`config.mk`:
```
export PLATFORM = sky130hd
export DESIGN_NAME = core_accu_flat
export DESIGN_NICKNAME = d
export VERILOG_FILES = /design/src/rtl/core_accu_pkg.sv /design/src/rtl/core_accu_if.sv /design/src/rtl/core_accu_addsat.sv /design/src/rtl/core_accu.sv /design/src/flat_wrapper.sv
export SDC_FILE = /design/constraint.sdc
export NUM_CORES = 1
export LEC_CHECK = 0
export ABC_AREA = 1
export ABC_CLOCK_PERIOD_IN_PS = 4460
export CORE_ASPECT_RATIO = 1.5
export CORE_MARGIN = 8
export CORE_UTILIZATION = 58
export CTS_CLUSTER_DIAMETER = 150
export DETAILED_ROUTE_END_ITERATION = 7
export PLACE_DENSITY = 0.79
export SYNTH_ARGS = -nofsm -noshare
export SYNTH_HDL_FRONTEND = slang
export SYNTH_HIERARCHICAL = 1
export SYNTH_SLANG_ARGS = --single-unit
```
`constraint.sdc`:
```
create_clock -name clk -period 4.46 [get_ports clk]
set_clock_uncertainty 0.05 [all_clocks]
set_input_delay 1.338 -clock clk [delete_from_list [all_inputs] [get_ports clk]]
set_output_delay 1.338 -clock clk [all_outputs]
set_load 0.02 [all_outputs]
```
`src/rtl/core_accu_pkg.sv`:
```
// core_accu_pkg: shared widths, saturation limits and two-state encoding for the accumulation stage
package core_accu_pkg;
  localparam int ACCU_IDATA_WIDTH = 16;
  localparam int ACCU_ODATA_WIDTH = 24;
  localparam int CDATA_ACCU_NUM_WIDTH = 10;
  localparam logic [0:0] ST_IDLE = 1'b0;
  localparam logic [0:0] ST_ACCUM = 1'b1;
  function automatic longint sat_max(input int w);
    return (longint'(1) << (w - 1)) - longint'(1);
  endfunction
  function automatic longint sat_min(input int w);
    return -(longint'(1) << (w - 1));
  endfunction
endpackage

```
`src/rtl/core_accu_if.sv`:
```
// core_accu_if: valid-only input/output bundle between the MAC array, the accumulator and the quantizer
interface core_accu_if #(
  parameter int IDATA_WIDTH = 16,
  parameter int ODATA_WIDTH = 24,
  parameter int CDATA_ACCU_NUM_WIDTH = 10
);
  logic [CDATA_ACCU_NUM_WIDTH-1:0] cfg_acc_num;
  logic acc_clear;
  logic signed [IDATA_WIDTH-1:0] idata;
  logic idata_valid;
  logic signed [ODATA_WIDTH-1:0] odata;
  logic odata_valid;
  logic odata_ovf;
  modport master (
    output cfg_acc_num, acc_clear, idata, idata_valid,
    input odata, odata_valid, odata_ovf
  );
  modport slave (
    input cfg_acc_num, acc_clear, idata, idata_valid,
    output odata, odata_valid, odata_ovf
  );
endinterface

```
`src/rtl/core_accu_addsat.sv`:
```
// core_accu_addsat: widened signed add with overflow detect; clamps when CORE_ACCU_SATURATE_EN is defined, wraps otherwise
module core_accu_addsat
  import core_accu_pkg::*;
#(
  parameter int IW = 16,
  parameter int OW = 24
) (
  input  logic signed [OW-1:0] acc_i,
  input  logic signed [IW-1:0] din_i,
  output logic signed [OW-1:0] sum_o,
  output logic                 ovf_o
);
  logic signed [OW:0] sum;
  assign sum = {acc_i[OW-1], acc_i} + {{(OW + 1 - IW){din_i[IW-1]}}, din_i};
  assign ovf_o = sum[OW] ^ sum[OW-1];
`ifdef CORE_ACCU_SATURATE_EN
  assign sum_o = ovf_o ? (sum[OW] ? OW'(sat_min(OW)) : OW'(sat_max(OW))) : sum[OW-1:0];
`else
  assign sum_o = sum[OW-1:0];
`endif
endmodule

```
`src/rtl/core_accu.sv`:
```
// core_accu: sums groups of signed partial products and pulses each group sum to the quantizer
// Build option: CORE_ACCU_SATURATE_EN selects clamping instead of wrapping on overflow.
module core_accu #(
  parameter int IDATA_WIDTH = core_accu_pkg::ACCU_IDATA_WIDTH,
  parameter int ODATA_WIDTH = core_accu_pkg::ACCU_ODATA_WIDTH,
  parameter int CDATA_ACCU_NUM_WIDTH = core_accu_pkg::CDATA_ACCU_NUM_WIDTH
) (
  input logic clk,
  input logic rst,
  core_accu_if.slave acc_if
);
  import core_accu_pkg::*;
  localparam int CW = CDATA_ACCU_NUM_WIDTH;
  localparam int OW = ODATA_WIDTH;
  logic [CW-1:0] cnt_q, cnt_d, cnt_nxt, num_lat_q, num_lat_d, num_eff;
  logic signed [OW-1:0] acc_q, acc_d, add_a, sum, odata_q, odata_d;
  logic ovf_q, ovf_d, ovf, ovf_all, start, done, odv_q, odo_q;
  logic [0:0] state;
  core_accu_addsat #(.IW(IDATA_WIDTH), .OW(OW)) u_addsat (
    .acc_i(add_a),
    .din_i(acc_if.idata),
    .sum_o(sum),
    .ovf_o(ovf)
  );
  // A clear with a concurrent input drops the old group and restarts from that input.
  always_comb begin
    state = cnt_q == '0 ? ST_IDLE : ST_ACCUM;
    start = acc_if.idata_valid && (state == ST_IDLE || acc_if.acc_clear);
    num_eff = start ? (acc_if.cfg_acc_num == '0 ? CW'(1) : acc_if.cfg_acc_num) : num_lat_q;
    cnt_nxt = start ? CW'(1) : cnt_q + CW'(1);
    add_a = start ? '0 : acc_q;
    done = acc_if.idata_valid && cnt_nxt == num_eff;
    ovf_all = (ovf_q && !start) || ovf;
    cnt_d = acc_if.idata_valid ? (done ? '0 : cnt_nxt) : (acc_if.acc_clear ? '0 : cnt_q);
    ovf_d = acc_if.idata_valid ? (!done && ovf_all) : (ovf_q && !acc_if.acc_clear);
    acc_d = acc_if.idata_valid ? sum : acc_q;
    num_lat_d = num_eff;
    odata_d = done ? sum : odata_q;
  end
  always_ff @(posedge clk) begin
    if (rst) begin
      cnt_q <= '0;
      num_lat_q <= CW'(1);
      acc_q <= '0;
      ovf_q <= 1'b0;
      odata_q <= '0;
      odv_q <= 1'b0;
      odo_q <= 1'b0;
    end else begin
      cnt_q <= cnt_d;
      num_lat_q <= num_lat_d;
      acc_q <= acc_d;
      ovf_q <= ovf_d;
      odata_q <= odata_d;
      odv_q <= done;
      odo_q <= done && ovf_all;
    end
  end
  assign acc_if.odata = odata_q;
  assign acc_if.odata_valid = odv_q;
  assign acc_if.odata_ovf = odo_q;
endmodule
```
`src/flat_wrapper.sv`:
```
// flat-port wrapper written by rule: the top's interface ports become plain ports
module core_accu_flat import core_accu_pkg::*;
#(
  parameter int IDATA_WIDTH = core_accu_pkg::ACCU_IDATA_WIDTH,
  parameter int ODATA_WIDTH = core_accu_pkg::ACCU_ODATA_WIDTH,
  parameter int CDATA_ACCU_NUM_WIDTH = core_accu_pkg::CDATA_ACCU_NUM_WIDTH
)
  (clk, rst, acc_if_cfg_acc_num, acc_if_acc_clear, acc_if_idata, acc_if_idata_valid, acc_if_odata, acc_if_odata_valid, acc_if_odata_ovf);
  core_accu_if #(.IDATA_WIDTH(IDATA_WIDTH), .ODATA_WIDTH(ODATA_WIDTH), .CDATA_ACCU_NUM_WIDTH(CDATA_ACCU_NUM_WIDTH)) acc_if_i ();
  input logic clk;
  input logic rst;
  input wire logic [$bits(acc_if_i.cfg_acc_num)-1:0] acc_if_cfg_acc_num;
  input wire logic [$bits(acc_if_i.acc_clear)-1:0] acc_if_acc_clear;
  input wire logic [$bits(acc_if_i.idata)-1:0] acc_if_idata;
  input wire logic [$bits(acc_if_i.idata_valid)-1:0] acc_if_idata_valid;
  output wire logic [$bits(acc_if_i.odata)-1:0] acc_if_odata;
  output wire logic [$bits(acc_if_i.odata_valid)-1:0] acc_if_odata_valid;
  output wire logic [$bits(acc_if_i.odata_ovf)-1:0] acc_if_odata_ovf;
  assign acc_if_i.cfg_acc_num = acc_if_cfg_acc_num;
  assign acc_if_i.acc_clear = acc_if_acc_clear;
  assign acc_if_i.idata = acc_if_idata;
  assign acc_if_i.idata_valid = acc_if_idata_valid;
  assign acc_if_odata = acc_if_i.odata;
  assign acc_if_odata_valid = acc_if_i.odata_valid;
  assign acc_if_odata_ovf = acc_if_i.odata_ovf;
  core_accu #(.IDATA_WIDTH(IDATA_WIDTH), .ODATA_WIDTH(ODATA_WIDTH), .CDATA_ACCU_NUM_WIDTH(CDATA_ACCU_NUM_WIDTH)) u_core (.clk(clk), .rst(rst), .acc_if(acc_if_i));
endmodule
```
==> results of run 1 <==
-- per-layer routing --
layer	track usage [%]	vias up	part of all wire (%)
met3	3.88	46	4.1
li1	-	2742	-
met4	15.5	0	5.3
met1	24.9	2433	38
met5	0	-	0
met2	43.9	140	52
-- cells in the mapped netlist (2+ instances only) --
library cell and n:
a21oi_1 61, and2_1 2, buf_1 2, buf_2 4, buf_4 2, buf_6 4
clkbuf_1 19, dfxtp_1 71, ha_1 26, inv_1 139, inv_2 5, nand2_1 238
nand2_2 8, nand2_4 4, nand3_1 44, nand3_2 3, nand4_1 36, nor2_1 101
nor2_2 6, nor3_1 2, o21ai_0 31, o21ai_1 6, o21ai_2 2, o21bai_1 6
xnor2_1 4, xor2_1 13
-- logic make-up (layout without fill, tap and decap cells) --
logic type,Yosys count,after routing,synth area share [%]
buffers and inverters,176,225,13.7
DFF,71,71,27.7
adders and majority gates,27,27,6.73
xor gates and xnor gates,17,17,2.90
AOI/OAI and AO/OA,108,108,11.3
and+or+nand+nor,448,448,37.7
-- worst paths after layout --
check | endpoint | slack [ns]
min | u_core/acc_q[12] | 0.41
max reg2reg | u_core/ovf_q | 1.15
max | u_core/ovf_q | 0.45
min reg2reg | u_core/acc_q[12] | 0.41
-- registers in the layout, summed over array words and instances (netlist names) --
name / flops
u_core/ovf_q: 1
u_core/acc_if.odata_valid: 1
u_core/acc_if.odata_ovf: 1
u_core/cnt_q: 10
u_core/num_lat_q: 10
u_core/acc_if.odata: 24
u_core/acc_q: 24
-- critical path, delay by kind of cell --
kind / cells / cell delay [ns]
AOI/OAI and AO/OA: 3 / 0.46
and+or+nand+nor: 10 / 0.93
buffers and inverters: 6 / 1.04
adders and majority gates: 1 / 0.36
-- report_power, final --
group | leakage (nW) | switching, mW | internal [mW]
Clock | 0.169 | 0.250 | 0.573
Combinational | 2.27 | 0.291 | 0.154
Sequential | 0.581 | 0.0101 | 0.667
-- cell type report --
| cell class | instances | area, um^2 |
|---|---|---|
| Tap cell | 110 | 138 |
| Fill cell | 790 | 2620 |
| Clock inverter | 3 | 90.1 |
| Clock buffer | 12 | 256 |
| Sequential cell | 71 | 1420 |
| Inverter | 145 | 546 |
| Multi-Input combinational cell | 600 | 3010 |
| Timing Repair Buffer | 65 | 638 |
==> flow_summary.json, run 1 <==
{
  "status": "completed",
  "cts_sinks": 71,
  "cp_data_arrival_time_ns": 4.14,
  "cp-end-kind": "register",
  "netlist_instances": 847,
  "synth_seq_cells": 71,
  "post_cts_resized": 0,
  "min_from": "u_core/acc_q[12]",
  "maxCapViolCount": 0,
  "synthTopCellsByArea": "dfxtp_1, nand2_1, inv_1",
  "cp-startpoint": "acc_if_acc_clear",
  "final_cell_mix": "nand2_1, inv_1, nor2_1",
  "worstPathCellList": "clkdlybuf4s50_1 -> inv_1 -> a21oi_2 -> buf_12 -> buf_4 -> nor2_1 -> ha_1 -> nand2_1 -> nor2_1 -> nand2_1 -> nor2_1 -> nand2_1 -> nand3_2 -> nand2_1 -> inv_1 -> nor2_1 -> a21oi_1 -> inv_1 -> nand3_1 -> a21oi_1",
  "relSlewSlack_pct": 38.1,
  "grt_pass1_wl_um": 24200,
  "fmax_ghz": 0.250,
  "tns_ns": 0,
  "reg2reg_from": "u_core/cnt_q[0]",
  "drtIter0Drc": 262,
  "num_vias": 5361,
  "holdWs_ns": 0.406,
  "setup_viol": 0,
  "cts_tree": "yes",
  "hp-class": "register to register",
  "nets": 949,
  "drive_gt1_share_pct": 6.58,
  "cts-root-buf": "clkbuf_16",
  "slowest_delay_ns": 0.47,
  "worst-setup-path-type": "input pin to register",
  "routedWlPerCell_um": 14.6,
  "drc": 0,
  "dp.cells": 991,
  "vias_per_cell": 5.33,
  "dieArea_mm2": 0.0122,
  "cp_max_fo": 22,
  "pre_cts_ws_ns": 0.193,
  "antenna_found_initial": 0,
  "netlist_area_mm2": 0.00513,
  "die_h_um": 131,
  "core_area_mm2": 0.00872,
  "timing_hold_violations_final": 0,
  "synth_top_cell_area_share_pct": 27.7,
  "seq_area_frac_synth_pct": 27.7,
  "place.gp.congestion": 1.04,
  "ys.flop_type": "dfxtp_1",
  "ys_types": 34,
  "holdPathStages": 2,
  "clock_path_buffers": 2,
  "num_io_pins": 56,
  "grt_pass1_vias": 5245,
  "clkTransAtPathRegs_ns": 0.05,
  "rows": 42,
  "diodes": 0,
  "critPathSlowestCell": "clkdlybuf4s50_1",
  "hpwl_um": 11400,
  "finalNonFillerCells": 1006,
  "cts_hold_buf": 0,
  "cts_max_level": 3,
  "wirelength_um": 14600,
  "syn_nets": 904,
  "ant_nets": 0,
  "synth.avg_cell_area_um2": 6.06,
  "start_util_pct": 58.9,
  "p_leak_nw": 3.02,
  "cts_buffers": 9,
  "gr-usage-all-layers_pct": 24.3,
  "grt-ovfl-total": 0,
  "fin_util_pct": 70.0,
  "insertion_delay_ns": 0.33,
  "die_w_um": 92.8,
  "setup_slack_ns": 0.453,
  "required_ns": 4.60,
  "yosysTopAreaCell": "dfxtp_1",
  "finalCritPeriodShare_pct": 89.9,
  "fin_area_mm2": 0.00610,
  "peakVddDrop_v": 0.000259,
  "synthToLayoutAreaGrowth_pct": 18.8,
  "r2r_cells": 23,
  "min_period_ns": 4.01,
  "p_total_mw": 1.95,
  "cp-start-kind": "input pin",
  "synthArstFlopShare_pct": 0,
  "io_buffers": 55,
  "rsz0062_at_grt": "no",
  "dpl_cell_area_mm2": 0.00576,
  "synth-edff-count": 0,
  "pwr_density_cell_mw_per_mm2": 319,
  "worst_pin_slew_ns": 0.925,
  "yosys_warnings": 6,
  "final_common_cell": "nand2_1",
  "slew_viol_final": 0,
  "grt_max_degree": 50,
  "dr.pass1.iters": 5,
  "cts_setup_buffers": 0
}
Power figures use the tool's default switching activity.
==> inputs of run 2 (changes only) <==
--- a/config.mk
+++ b/config.mk
@@ -5,14 +5,14 @@
 export SDC_FILE = /design/constraint.sdc
 export NUM_CORES = 1
 export LEC_CHECK = 0
-export ABC_AREA = 1
 export ABC_CLOCK_PERIOD_IN_PS = 4460
 export CORE_ASPECT_RATIO = 1.5
 export CORE_MARGIN = 8
-export CORE_UTILIZATION = 58
+export CORE_UTILIZATION = 56
 export CTS_CLUSTER_DIAMETER = 150
 export DETAILED_ROUTE_END_ITERATION = 7
-export PLACE_DENSITY = 0.79
+export PLACE_DENSITY = 0.78
+export SLEW_MARGIN = 20
 export SYNTH_ARGS = -nofsm -noshare
 export SYNTH_HDL_FRONTEND = slang
 export SYNTH_HIERARCHICAL = 1
==> run 2 against run 1 <==
Compared with the run above: wire length fell by 21%; area after synthesis shrank 15%; first-iteration DRC count shrank 26%; non-clock buffer count increased by 43; combinational power is 6.1% lower; total power decreased by 2.9%; sequential cell count unchanged; sequential power is 1% higher; worst hold slack improved by 0.016 ns; cell area shrank 6.0%.
==> flow_summary.json, run 2 <==
{
  "ys_types": 59,
  "drtIter0Drc": 193,
  "cp-end-kind": "register",
  "wirelength_um": 11500,
  "cp-start-kind": "input pin",
  "worstPathCellList": "clkdlybuf4s50_1 -> ha_4 -> fa_2 -> a211o_1 -> a2111oi_4 -> o31ai_2 -> o31a_1 -> a2111oi_4 -> nor3_2 -> xor2_1 -> mux2i_1 -> nor2_1",
  "io_buffers": 55,
  "place.gp.congestion": 0.918,
  "slew_viol_final": 0,
  "seq_area_frac_synth_pct": 32.5,
  "synth_seq_cells": 71,
  "grt_pass1_vias": 4256,
  "cts_max_level": 3,
  "required_ns": 4.62,
  "pwr-share-comb_pct": 22.1,
  "n_fill_cell": 570,
  "synthArstFlopShare_pct": 0,
  "clockPowerShare_pct": 41.5,
  "seq_power_share_pct": 36.3,
  "synth-edff-count": 0,
  "dr.pass1.iters": 5,
  "dieArea_mm2": 0.0109,
  "cts_tree": "yes",
  "fmax_ghz": 0.235,
  "synth.avg_cell_area_um2": 8.72,
  "grt_pass1_wl_um": 19000,
  "vias_per_cell": 5.69,
  "final-seq-area_mm2": 0.00142,
  "gr-usage-all-layers_pct": 22.0,
  "nets": 654,
  "fin_area_mm2": 0.00574,
  "ys.flop_type": "dfxtp_1",
  "finalCritPeriodShare_pct": 95.4,
  "start_util_pct": 57.4,
  "synth_top_cell_area_share_pct": 32.5,
  "setup_viol": 0,
  "p_sw_uw": 499,
  "core_area_mm2": 0.00761,
  "relSlewSlack_pct": 43.6,
  "grt_max_degree": 56,
  "die_h_um": 124,
  "p_leak_nw": 2.46,
  "cp_data_arrival_time_ns": 4.41,
  "synthTopCellsByArea": "dfxtp_1, mux2i_1, ha_1",
  "slowest_delay_ns": 0.47,
  "drc": 0,
  "grt-ovfl-total": 0,
  "hp-class": "register to register",
  "netlist_instances": 501,
  "peakVddDrop_v": 0.000271,
  "min_period_ns": 4.25,
  "worst_pin_slew_ns": 0.845,
  "final_cell_mix": "dfxtp_1, nor2_1, clkdlybuf4s50_1, buf_4, mux2i_1",
  "timing_hold_violations_final": 0,
  "p_sw_share_pct": 26.4,
  "yosysTopAreaCell": "dfxtp_1",
  "p_int_mw": 1.39,
  "yosys_warnings": 6,
  "pwr_density_cell_mw_per_mm2": 329,
  "routedWlPerCell_um": 16.4,
  "holdWs_ns": 0.422,
  "final_common_cell": "dfxtp_1",
  "diodes": 0,
  "cp_max_fo": 3,
  "critPathSlowestCell": "clkdlybuf4s50_1",
  "hpwl_um": 8320,
  "die_w_um": 88.1,
  "status": "completed",
  "synth_common_cells": "dfxtp_1, nor2_1, mux2i_1",
  "clkTransAtPathRegs_ns": 0.05,
  "ant_nets": 0,
  "synthToLayoutAreaGrowth_pct": 31.3,
  "cts_sinks": 71,
  "maxCapViolCount": 0,
  "rows": 39,
  "insertion_delay_ns": 0.34,
  "post-synth-top-count-cell": "dfxtp_1",
  "cts_buffers": 9,
  "cts-root-buf": "clkbuf_16",
  "syn_nets": 558,
  "num_io_pins": 56,
  "clock_path_buffers": 2,
  "drive_gt1_share_pct": 15.1,
  "antenna_found_initial": 0,
  "num_vias": 4005,
  "netlist_area_mm2": 0.00437,
  "dpl_cell_area_mm2": 0.00533,
  "cp_common_cell": "a2111oi_4",
  "multi_input_area_mm2": 0.00289,
  "worst-setup-path-type": "input pin to register"
}
## run 2: layout make-up
class	instances	area share, %
multi-input combinational	399	50.4
sequential	71	24.8
tap	102	2.23
timing repair buffer	108	16.4
clock buffer	13	4.54
inverter	8	0.524
clock inverter	3	1.13
## run 2: critical path, delay by kind of cell
family | cells | cell delay, ns
compound gates | 5 | 1.53
fa+ha+maj | 2 | 0.56
buf+inv | 1 | 0.47
xor+xnor | 1 | 0.18
simple gates | 2 | 0.17
mux | 1 | 0.17
## run 2: path summary, 6_finish.rpt
path / startpoint / to / slack (ns) / cells past startpoint
worst max register to register: u_core/cnt_q[0] / u_core/acc_q[18] / 0.26 / 18
worst min register to register: u_core/num_lat_q[6] / u_core/num_lat_q[6] / 0.42 / 2
worst max-delay path: acc_if_idata[0] / u_core/acc_q[18] / 0.21 / 12
worst min-delay path: u_core/num_lat_q[6] / u_core/num_lat_q[6] / 0.42 / 2
## run 2: timing repair
action | 4_1_cts | 5_1_grt
pin swaps | 0 | 6
hold buffers | 0 | 0
resized for setup | 1 | 12
endpoints found under the setup margin | 7 | 10
buffers inserted | 0 | 5
cloned | 0 | 0
## run 2: layer usage
layer | wire length [um] | vias up | global-route usage [%]
met4 | 523 | 0 | 15.1
met1 | 4470 | 1889 | 21.7
li1 | - | 1976 | -
met5 | 0 | - | 0
met2 | 6140 | 104 | 40.5
met3 | 384 | 36 | 4.10
## run 2: cell families (layout without fill, tap and decap cells)
logic type               after synthesis  after routing  synth area share (%)
AO/OA/AOI/OAI                        108            108                  18.0
XOR/XNOR                              31             31                  6.64
adder cells (fa/ha/maj)               27             27                  7.90
buffers and inverters                 31            132                  3.29
flip-flops                            71             71                  32.5
multiplexers                          50             50                  11.5
AND/OR/NAND/NOR                      183            183                  20.2
## run 2: through the flow
stage / cells / setup slack, ns / total power [mW] / utilization (%) / TNS, ns
2_1_floorplan: 501 / -0.0450 / 0.961 / - / -0.0815
4_1_cts: 699 / 0.0760 / 1.88 / 74.3 / 0
5_1_grt: 704 / -0.0296 / 1.97 / 75.3 / -0.0579
6_report: 704 / 0.207 / 1.89 / 75.3 / 0
3_5_place_dp: 683 / -0.495 / 1.10 / 70.0 / -6.24
3_3_place_gp: 683 / -0.397 / 1.08 / 70.0 / -4.69
## run 2: power groups by stage
stage	Combinational (mW)	Sequential (mW)	Clock (mW)
after detailed placement	0.398	0.699	0
final	0.418	0.686	0.784
after floorplan	0.266	0.696	0
after global routing	0.459	0.690	0.822
after CTS	0.404	0.686	0.794
after global placement	0.386	0.698	0
==> inputs of run 3 (changes only) <==
--- a/config.mk
+++ b/config.mk
@@ -7,7 +7,6 @@
 export LEC_CHECK = 0
 export ABC_CLOCK_PERIOD_IN_PS = 4460
 export CORE_ASPECT_RATIO = 1.5
-export CORE_MARGIN = 8
 export CORE_UTILIZATION = 56
 export CTS_CLUSTER_DIAMETER = 150
 export DETAILED_ROUTE_END_ITERATION = 7
==> run 3 against run 2 <==
Compared with the run above: non-clock buffer count is 2 higher; die area is 25% lower; via count is 0.32% higher; critical path type unchanged; highest routed layer unchanged.
==> flow_summary.json, run 3 (synthesized netlist as in run 2, its figures left out) <==
{
  "required_ns": 4.62,
  "status": "completed",
  "drc": 0,
  "min_period_ns": 4.23,
  "dr.pass1.iters": 6,
  "core_area_mm2": 0.00756,
  "hp-class": "register to register",
  "cp_data_arrival_time_ns": 4.38,
  "r2r_cells": 18,
  "relSlewSlack_pct": 65.5,
  "place.gp.congestion": 0.860,
  "slowest_delay_ns": 0.37,
  "gr-usage-all-layers_pct": 28.6,
  "rows": 39,
  "drtIter0Drc": 193,
  "hpwl_um": 8160,
  "holdWs_ns": 0.436,
  "path_delay_family": "compound AO/OA/AOI/OAI gates",
  "reg2reg_from": "u_core/cnt_q[0]",
  "clock_path_buffers": 2,
  "final_cell_mix": "dfxtp_1, nor2_1, buf_4",
  "p_leak_nw": 2.44,
  "cp_max_fo": 4,
  "cts_sinks": 71,
  "synthToLayoutAreaGrowth_pct": 30.3,
  "wirelength_um": 11100,
  "num_io_pins": 56,
  "worst-setup-path-type": "input pin to register",
  "cp-endpoint": "u_core/acc_q[18]",
  "num_vias": 4018,
  "ant_nets": 0,
  "worst_pin_slew_ns": 0.517,
  "drive_gt1_share_pct": 14.9,
  "maxCapViolCount": 0,
  "reg2reg_to": "u_core/acc_q[18]",
  "die_w_um": 74.1,
  "fmax_ghz": 0.237,
  "antenna_found_initial": 0,
  "critPathSlowestCell": "a2111oi_4",
  "start_util_pct": 57.8,
  "final_common_cell": "dfxtp_1",
  "p_total_mw": 1.77,
  "r2r_slack_ns": 0.39,
  "nets": 656,
  "cts_buffers": 9,
  "setup_viol": 0,
  "finalCritPeriodShare_pct": 94.8,
  "slew_viol_final": 0,
  "dieArea_mm2": 0.00817,
  "worstPathCellList": "clkdlybuf4s15_1 -> a31oi_4 -> nand2b_4 -> and2_4 -> ha_4 -> fa_2 -> a211o_1 -> a2111oi_4 -> o31ai_2 -> o31a_1 -> a2111oi_2 -> nor3_1 -> xor2_1 -> mux2i_1 -> nor2_1",
  "grt_max_degree": 35,
  "io_buffers": 55,
  "cts_tree": "yes",
  "cp-end-kind": "register",
  "timing_hold_violations_final": 0,
  "clkTransAtPathRegs_ns": 0.06,
  "path_buf_inv": 1,
  "peakVddDrop_v": 0.000270,
  "rsz0062_at_grt": "no",
  "die_h_um": 110,
  "grt_pass1_wl_um": 17800,
  "diodes": 0,
  "insertion_delay_ns": 0.33,
  "cp-startpoint": "acc_if_acc_clear",
  "grt_pass1_vias": 4047,
  "routedWlPerCell_um": 15.8,
  "crit_cells": 15,
  "min_from": "u_core/num_lat_q[6]",
  "vias_per_cell": 5.69,
  "grt-ovfl-total": 0,
  "cts-root-buf": "clkbuf_16",
  "cp-start-kind": "input pin",
  "pwr_density_cell_mw_per_mm2": 311,
  "cts_max_level": 3
}
[run 3: changes by cell type in the layout (fill, tap and decap cells not counted), moves of 2 or more]
cell / change
bufinv_16: -2
o21ai_1: +2
o21ai_0: -2
a2111oi_2: +2
[run 3: where the power goes]
group / total (mW) / switching, mW / internal (mW)
clock network: 0.665 / 0.260 / 0.405
registers: 0.687 / 0.0200 / 0.667
logic: 0.418 / 0.214 / 0.203
total: 1.77 / 0.494 / 1.28
[run 3: layout make-up]
type / count / area (um^2)
timing repair buffer: 110 / 970
tap: 102 / 128
fill: 593 / 1870
sequential: 71 / 1420
clock inverter: 3 / 17.5
multi-input combinational: 399 / 2870
clock buffer: 13 / 260
inverter: 8 / 30.0
[run 3: worst min-delay path by stage]
stage | endpoint | slack (ns) | depth (start not counted)
2_1_floorplan | u_core/num_lat_q[2] | 0.39 | 2
3_3_place_gp | u_core/acc_q[12] | 0.41 | 2
3_5_place_dp | u_core/acc_q[8] | 0.43 | 2
4_1_cts | u_core/num_lat_q[6] | 0.44 | 2
5_1_grt | u_core/num_lat_q[6] | 0.46 | 2
6_report | u_core/num_lat_q[6] | 0.44 | 2
[run 3: repair_timing]
item,4_1_cts,5_1_grt
setup endpoints to repair,7,8
setup buffers,1,0
resized for setup,4,6
pin swaps,1,2
gates cloned,0,0
hold buffers,0,0
[run 3: metrics by stage]
stage               cells  setup slack (ns)  cell area, um^2  setup TNS [ns]  utilization [%]
finish                706             0.234             5690               0             75.3
global route          706            0.0322             5690               0             75.3
CTS                   706            0.0897             5680               0             75.1
detailed placement    689            -0.525             5390           -6.25             71.2
global placement      689            -0.409             5390           -4.55             71.2
floorplan             501           -0.0450             4430         -0.0815                -
[run 3: metal layers]
layer  vias up  wire, um  share of wire, %  GRT usage [%]
met2        93      6100                55           53.6
met1      1927      4300                39           29.3
met3        21       371               3.3           4.73
met5         -         0                 0              0
li1       1977         -                 -              -
met4         0       354               3.2           15.9
[run 3: worst min-delay path, cell delays in order (launching register included)]
cell     delay (ns)
dfxtp_1        0.32
nand2_1        0.06
a21oi_1        0.06
